--- config.mk ---
export PLATFORM = sky130hd
export DESIGN_NAME = uno_seq
export DESIGN_NICKNAME = d
export VERILOG_FILES = /design/src/rtl/uno_seq.sv
export SDC_FILE = /design/constraint.sdc
export NUM_CORES = 1
export LEC_CHECK = 0
export ABC_AREA = 1
export CORE_MARGIN = 1
export CORE_UTILIZATION = 50
export CTS_CLUSTER_SIZE = 28
export DETAILED_ROUTE_END_ITERATION = 6
export PLACE_DENSITY = 0.67
export SETUP_SLACK_MARGIN = 0.3
export SYNTH_ARGS = -nofsm -noshare
export SYNTH_HDL_FRONTEND = slang
export SYNTH_SLANG_ARGS = --single-unit
--- constraint.sdc ---
create_clock -name clk -period 3.54 [get_ports clk]
set_clock_uncertainty 0.15 [all_clocks]
set_input_delay 0.531 -clock clk [delete_from_list [all_inputs] [get_ports clk]]
set_output_delay 0.531 -clock clk [all_outputs]
set_load 0.005 [all_outputs]
--- src/rtl/uno_seq.sv ---
// rtl/uno_seq.sv - command sequencer and initiator for the unified MAC/div/exp/log PE
//
// Ports:
//   clk, rst                     clock, synchronous active-high reset
//   cmd_valid/cmd_ready          command handshake; cmd_op (00 MAC, 01 div, 10 exp, 11 log), cmd_len (MAC beats)
//   in_valid/in_ready            operand beat handshake; in_x, in_y, in_z (MAC initial addend)
//   cfg_we/cfg_op/cfg_idx/cfg_data  coefficient table write port
//   pe_en, pe_op, pe_x, pe_y, pe_z, pe_coeff, pe_first_cycle, pe_last_cycle, pe_acc_en
//                                registered PE control and operands
//   pe_result                    PE accumulator output
//   res_valid/res_ready/res_data result handshake
module uno_seq #(
    parameter int MAC_BW = 12,
    parameter int TERMS  = 4,
    parameter int LEN_W  = 8
) (
    input  logic                  clk,
    input  logic                  rst,
    input  logic                  cmd_valid,
    output logic                  cmd_ready,
    input  logic [1:0]            cmd_op,
    input  logic [LEN_W-1:0]      cmd_len,
    input  logic                  in_valid,
    output logic                  in_ready,
    input  logic [MAC_BW-1:0]     in_x,
    input  logic [MAC_BW-1:0]     in_y,
    input  logic [2*MAC_BW-1:0]   in_z,
    input  logic                  cfg_we,
    input  logic [1:0]            cfg_op,
    input  logic [3:0]            cfg_idx,
    input  logic [MAC_BW-1:0]     cfg_data,
    output logic                  pe_en,
    output logic [1:0]            pe_op,
    output logic [MAC_BW-1:0]     pe_x,
    output logic [MAC_BW-1:0]     pe_y,
    output logic [2*MAC_BW-1:0]   pe_z,
    output logic [MAC_BW-1:0]     pe_coeff,
    output logic                  pe_first_cycle,
    output logic                  pe_last_cycle,
    output logic                  pe_acc_en,
    input  logic [2*MAC_BW-1:0]   pe_result,
    output logic                  res_valid,
    input  logic                  res_ready,
    output logic [2*MAC_BW-1:0]   res_data
);

    localparam logic [3:0] TERMS_L = 4'(TERMS);
    localparam logic [1:0] OP_MAC  = 2'b00;

    typedef enum logic [2:0] {IDLE, STREAM, FETCH, STEP, CAPTURE, DONE} state_t;

    state_t             state, state_d;
    logic [1:0]         op_q, op_d;
    logic [LEN_W-1:0]   len_q, len_d;
    logic [LEN_W-1:0]   beat_q, beat_d, beat_inc;
    logic [3:0]         s_q, s_d;

    // Row 0 (MAC) is never written; 16 columns so the 4-bit index addresses it directly.
    logic [MAC_BW-1:0]  coef [4][16];

    logic                 cmd_ready_d, in_ready_d, pe_en_d, first_d, last_d, acc_en_d, res_valid_d;
    logic [1:0]           pe_op_d;
    logic [MAC_BW-1:0]    pe_x_d, pe_y_d, pe_coeff_d;
    logic [2*MAC_BW-1:0]  pe_z_d, res_data_d;

    assign beat_inc = beat_q + 1'b1;

    // Next state and next value of every registered output. The outputs are
    // computed from the state being entered, so they line up with that state.
    always_comb begin
        state_d     = state;
        op_d        = op_q;
        len_d       = len_q;
        beat_d      = beat_q;
        s_d         = s_q;
        pe_en_d     = 1'b0;
        pe_op_d     = pe_op;
        pe_x_d      = pe_x;
        pe_y_d      = pe_y;
        pe_z_d      = pe_z;
        pe_coeff_d  = '0;
        first_d     = 1'b0;
        last_d      = 1'b0;
        acc_en_d    = 1'b0;
        res_data_d  = res_data;

        case (state)
            IDLE: begin
                if (cmd_valid && cmd_ready) begin
                    op_d    = cmd_op;
                    len_d   = (cmd_len == '0) ? LEN_W'(1) : cmd_len;
                    beat_d  = '0;
                    pe_op_d = cmd_op;
                    state_d = (cmd_op == OP_MAC) ? STREAM : FETCH;
                end
            end
            STREAM: begin
                if (in_valid && in_ready) begin
                    pe_x_d   = in_x;
                    pe_y_d   = in_y;
                    pe_z_d   = in_z;
                    pe_en_d  = 1'b1;
                    pe_op_d  = OP_MAC;
                    acc_en_d = (beat_q != '0);
                    beat_d   = beat_inc;
                    if (beat_inc == len_q)
                        state_d = CAPTURE;
                end
            end
            FETCH: begin
                if (in_valid && in_ready) begin
                    pe_x_d     = in_x;
                    pe_y_d     = in_y;
                    pe_z_d     = '0;
                    pe_en_d    = 1'b1;
                    first_d    = 1'b1;
                    pe_coeff_d = coef[op_q][TERMS_L - 4'd1];
                    s_d        = '0;
                    state_d    = STEP;
                end
            end
            STEP: begin
                if (s_q == TERMS_L) begin
                    state_d = CAPTURE;
                end else begin
                    s_d     = s_q + 4'd1;
                    pe_en_d = 1'b1;
                    if (s_d == TERMS_L)
                        last_d = 1'b1;
                    else
                        pe_coeff_d = coef[op_q][TERMS_L - 4'd1 - s_d];
                end
            end
            CAPTURE: begin
                // While the final pe_en is still on the PE, its accumulator
                // has not updated yet; capture one cycle later.
                if (!pe_en) begin
                    res_data_d = pe_result;
                    state_d    = DONE;
                end
            end
            DONE: begin
                if (res_ready)
                    state_d = IDLE;
            end
            default: state_d = IDLE;
        endcase

        cmd_ready_d = (state_d == IDLE);
        in_ready_d  = (state_d == STREAM) || (state_d == FETCH);
        res_valid_d = (state_d == DONE);
    end

    always_ff @(posedge clk) begin
        if (rst) begin
            state          <= IDLE;
            op_q           <= '0;
            len_q          <= '0;
            beat_q         <= '0;
            s_q            <= '0;
            cmd_ready      <= 1'b0;
            in_ready       <= 1'b0;
            pe_en          <= 1'b0;
            pe_op          <= '0;
            pe_x           <= '0;
            pe_y           <= '0;
            pe_z           <= '0;
            pe_coeff       <= '0;
            pe_first_cycle <= 1'b0;
            pe_last_cycle  <= 1'b0;
            pe_acc_en      <= 1'b0;
            res_valid      <= 1'b0;
            res_data       <= '0;
            for (int r = 0; r < 4; r++)
                for (int i = 0; i < 16; i++)
                    coef[r][i] <= '0;
        end else begin
            state          <= state_d;
            op_q           <= op_d;
            len_q          <= len_d;
            beat_q         <= beat_d;
            s_q            <= s_d;
            cmd_ready      <= cmd_ready_d;
            in_ready       <= in_ready_d;
            pe_en          <= pe_en_d;
            pe_op          <= pe_op_d;
            pe_x           <= pe_x_d;
            pe_y           <= pe_y_d;
            pe_z           <= pe_z_d;
            pe_coeff       <= pe_coeff_d;
            pe_first_cycle <= first_d;
            pe_last_cycle  <= last_d;
            pe_acc_en      <= acc_en_d;
            res_valid      <= res_valid_d;
            res_data       <= res_data_d;
            // Table only changes between commands so an in-flight op sees a fixed set.
            if (cfg_we && (state == IDLE || state == DONE) && cfg_op != OP_MAC && cfg_idx < TERMS_L)
                coef[cfg_op][cfg_idx] <= cfg_data;
        end
    end

endmodule

==> summary.md <==
| Metric | Value |
|---|---|
| Unrepaired setup endpoints after global routing | no |
| Max-Cap Viols | 0 |
| Critical path class | flop to flop |
| Post-synthesis instance total | 3440 |
| Post-synth EDFFs | between 700 and 800 |
| Static Leakage | ~18 nW |
| Via count | between 20000 and 30000 |
| P_sw | 6.68 mW |
| Detailed Routing Iterations Pass 1 | 7 |
| Fin nets | between 4000 and 5000 |
| PwrDens | ~570 nW/um^2 |
| Share of Yosys cell area claimed by the top area cell type | 0.626 |
| CTS-repair resized insts | 0 |
| Root Driver | clkbuf_16 |
| Worst-path clk slew | around 0.06 ns |
| Worst skew pair latency | roughly 0.65 ns |
| WP data required | ~3.9 ns |
| Layout cells sized above 1 | 0.0583 |
| Core ar. | 73000 um^2 |
| Port bufs | 198 |
| Main synth FF type | edfxtp_1 |
| Multiplexer share of the synthesized area | 0 |
| Synth-to-Final Area Change | 20.9% |
| Clock power share | 0.368 |
| Initial antenna violation count | 0 |
| Seq pwr share | 0.489 |
| Post-Synthesis Cell Area | 36800 um^2 |
| Maximum clock path buffer count | 3 |
| FFs w/ async S/R, synth | 0 |
| # diodes | 0 |
| Count leader, synth | nand2_1 |
| Die ar. | 74700 um^2 |
| # Post-CTS Setup Buffers | 0 |
| Fin. Hold Viols | 0 |
| R2R depth | 12 |
| WL per Instance | ~16 um |
| GRT Residual Overflow | 0 |
| Height of the die | 273 um |
| Switching share of power | 0.263 |
| Final slew viol count | 0 |
| First-pass GRT wire length | 131000 um |
| Crit path max fanout | between 100 and 150 |
| Seq cells post-synth | slightly below 900 |
| DR DRC count | 0 |
| Placer Congestion | between 0.8 and 0.9 |
| Max Fclk | between 300 and 400 MHz |
| Hold path depth | 2 |
| # H-tree levels | 3 |
| Via density | approximately 4.9 |
| Post-synth top area cell | edfxtp_1 |
| CTS tree | built |
| Largest net degree at the start of global routing | approximately 150 |
| Largest family of logic cells by synthesized area | simple AND/OR/NAND/NOR gates |
| Ports | approximately 200 |
| GRT Util Overall | 0.225 |
| Post-CTS Hold Buffers | 0 |
| Comb pwr share | 0.143 |
| WL final | between 80000 and 90000 um |
| CTS buffer count | 94 |
| Post-route setup TNS | 0 ns |
| Placed cells | ~5000 |
| Post-synthesis sequential area ratio | 0.691 |
| Minimum clock period | around 2.8 ns |
| Row cnt | 99 |
| Final HPWL DP | about 49000 um |
| Pwr Total | ~25 mW |
| YS warnings | 0 |
| Hold/Removal Path Class | flop to flop |
| Synth Area in Adders | 0.00204 |
| Worst-Margin Slew | roughly 0.96 ns |
| Compound-Gate Fraction of Synth Area | 0.0217 |
| Pint | 18.7 mW |
| Outcome | finished clean |
| CP Capture Type | flop |
| Post-Synth Simple-Gate Area | 0.237 |
| Max_slew headroom | 0.360 |
| Fillers | between 5000 and 6000 |
| Final cell count without fillers | just over 5000 |
| Syn Area/Cell | 10.7 um^2 |
| Top cells by area, synth | edfxtp_1 63%, nand2_1 11%, nand3_1 9.3%, dfxtp_1 6.5%, nor2_1 3.0% |
| 1st-iter DRT viols | 2135 |
| Top cells by count, synth | 1070 x nand2_1, 768 x edfxtp_1, 684 x nand3_1, 290 x nor2_1, 120 x dfxtp_1 |
| Vias in the first global route | 23800 |
| CP startpoint kind | flop |
| Synth Area in XOR/XNOR | 0.000238 |
| Synth cell types | 35 |
| CP arrival | slightly above 3 ns |
| Final ANT Viol Nets | 0 |
| Initial Util | 0.505 |
| Clock sink count | roughly 890 |
| Die X | approximately 270 um |
| VDD IR max | between 0.0004 and 0.0005 V |
| Final setup viols | 0 |
| Period utilization | 0.779 |
## power groups by stage
stage          Clock (mW)  Sequential (mW)  Combinational, mW
4_1_cts              9.49             12.4               3.64
2_1_floorplan           0             12.6               2.50
3_5_place_dp            0             12.6               3.62
5_1_grt              9.93             12.5               4.08
3_3_place_gp            0             12.6               3.58
6_report             9.34             12.4               3.62
## metrics by stage
stage               worst slack (ns)  utilization  area, um^2  hold WS, ns
finish                         0.782        0.610       44500        0.314
global route                   0.587        0.610       44500        0.316
CTS                            0.736        0.610       44500        0.285
detailed placement             0.639        0.570       41600        0.300
global placement               0.619        0.570       41600        0.300
floorplan                      0.992            -       39200        0.291
## path summary, 6_finish.rpt
check	from	endpoint	slack [ns]
min	pe_z[7]	pe_z[7]	0.31
max reg2reg	flop	pe_coeff[9]	0.78
max	flop	pe_coeff[9]	0.78
min reg2reg	pe_z[7]	pe_z[7]	0.31
## final cells by class
class | instances | area, um^2 | area share
Timing Repair Buffer | 268 | 2700 | 0.0606
Multi-Input combinational cell | 2835 | 12000 | 0.269
Tap cell | 959 | 1200 | 0.0270
Inverter | 60 | 245 | 0.00551
Clock inverter | 39 | 294 | 0.00660
Clock buffer | 131 | 2640 | 0.0593
Sequential cell | 888 | 25500 | 0.572
## logic make-up (layout without fill, tap and decap cells)
group / count (synthesis) / in the layout
AND/OR/NAND/NOR: 2072 / 2072
flip-flops: 888 / 888
buffers and inverters: 340 / 498
AO/OA/AOI/OAI: 132 / 132
adder cells (fa/ha/maj): 6 / 6
other: 1 / 624
XOR/XNOR: 1 / 1
## routing by layer
layer  vias up  share of wire  wire (um)  track usage
met5         -              0          0            0
met2       684           0.49      41200        0.370
met1     11900           0.43      36100        0.308
met4         0          0.029       2400       0.0691
li1      12500              -          -            -
met3       156          0.055       4620       0.0343
## flip-flops by register name (all words and copies together) (netlist names), 2 cells and up, named ones only
register / flops
pe_z: 24
res_data: 24
state: 3
op_q: 2
pe_y: 12
len_q: 8
coef: 768
beat_q: 8
pe_x: 12
pe_coeff: 12
s_q: 4
pe_op: 2
## worst max-delay path, stage by stage (launching register included)
cell and delay [ns]:
dfxtp_4 0.56, clkinv_8 0.45, buf_4 0.40, nand2_1 0.08
nand3_1 0.07, nand3_1 0.11, nand2_1 0.09, nand2_1 0.07
nand3_1 0.17, nand3_1 0.14, nand2_1 0.06, nand2_1 0.06
a21oi_1 0.06
## cells in the final DEF (no fill, tap or decap), types with 11 or more instances in the layout
cell,instances
nand2_1,1070
edfxtp_1,768
nand3_1,684
conb_1,624
nor2_1,290
clkdlybuf4s50_1,197
dfxtp_1,117
clkbuf_16,96
o21ai_0,61
buf_4,55
inv_1,47
a21oi_1,39
clkbuf_1,22
clkinv_1,19
buf_12,15
a22oi_1,13
clkinv_2,11
(Power assumes the default switching activity.)
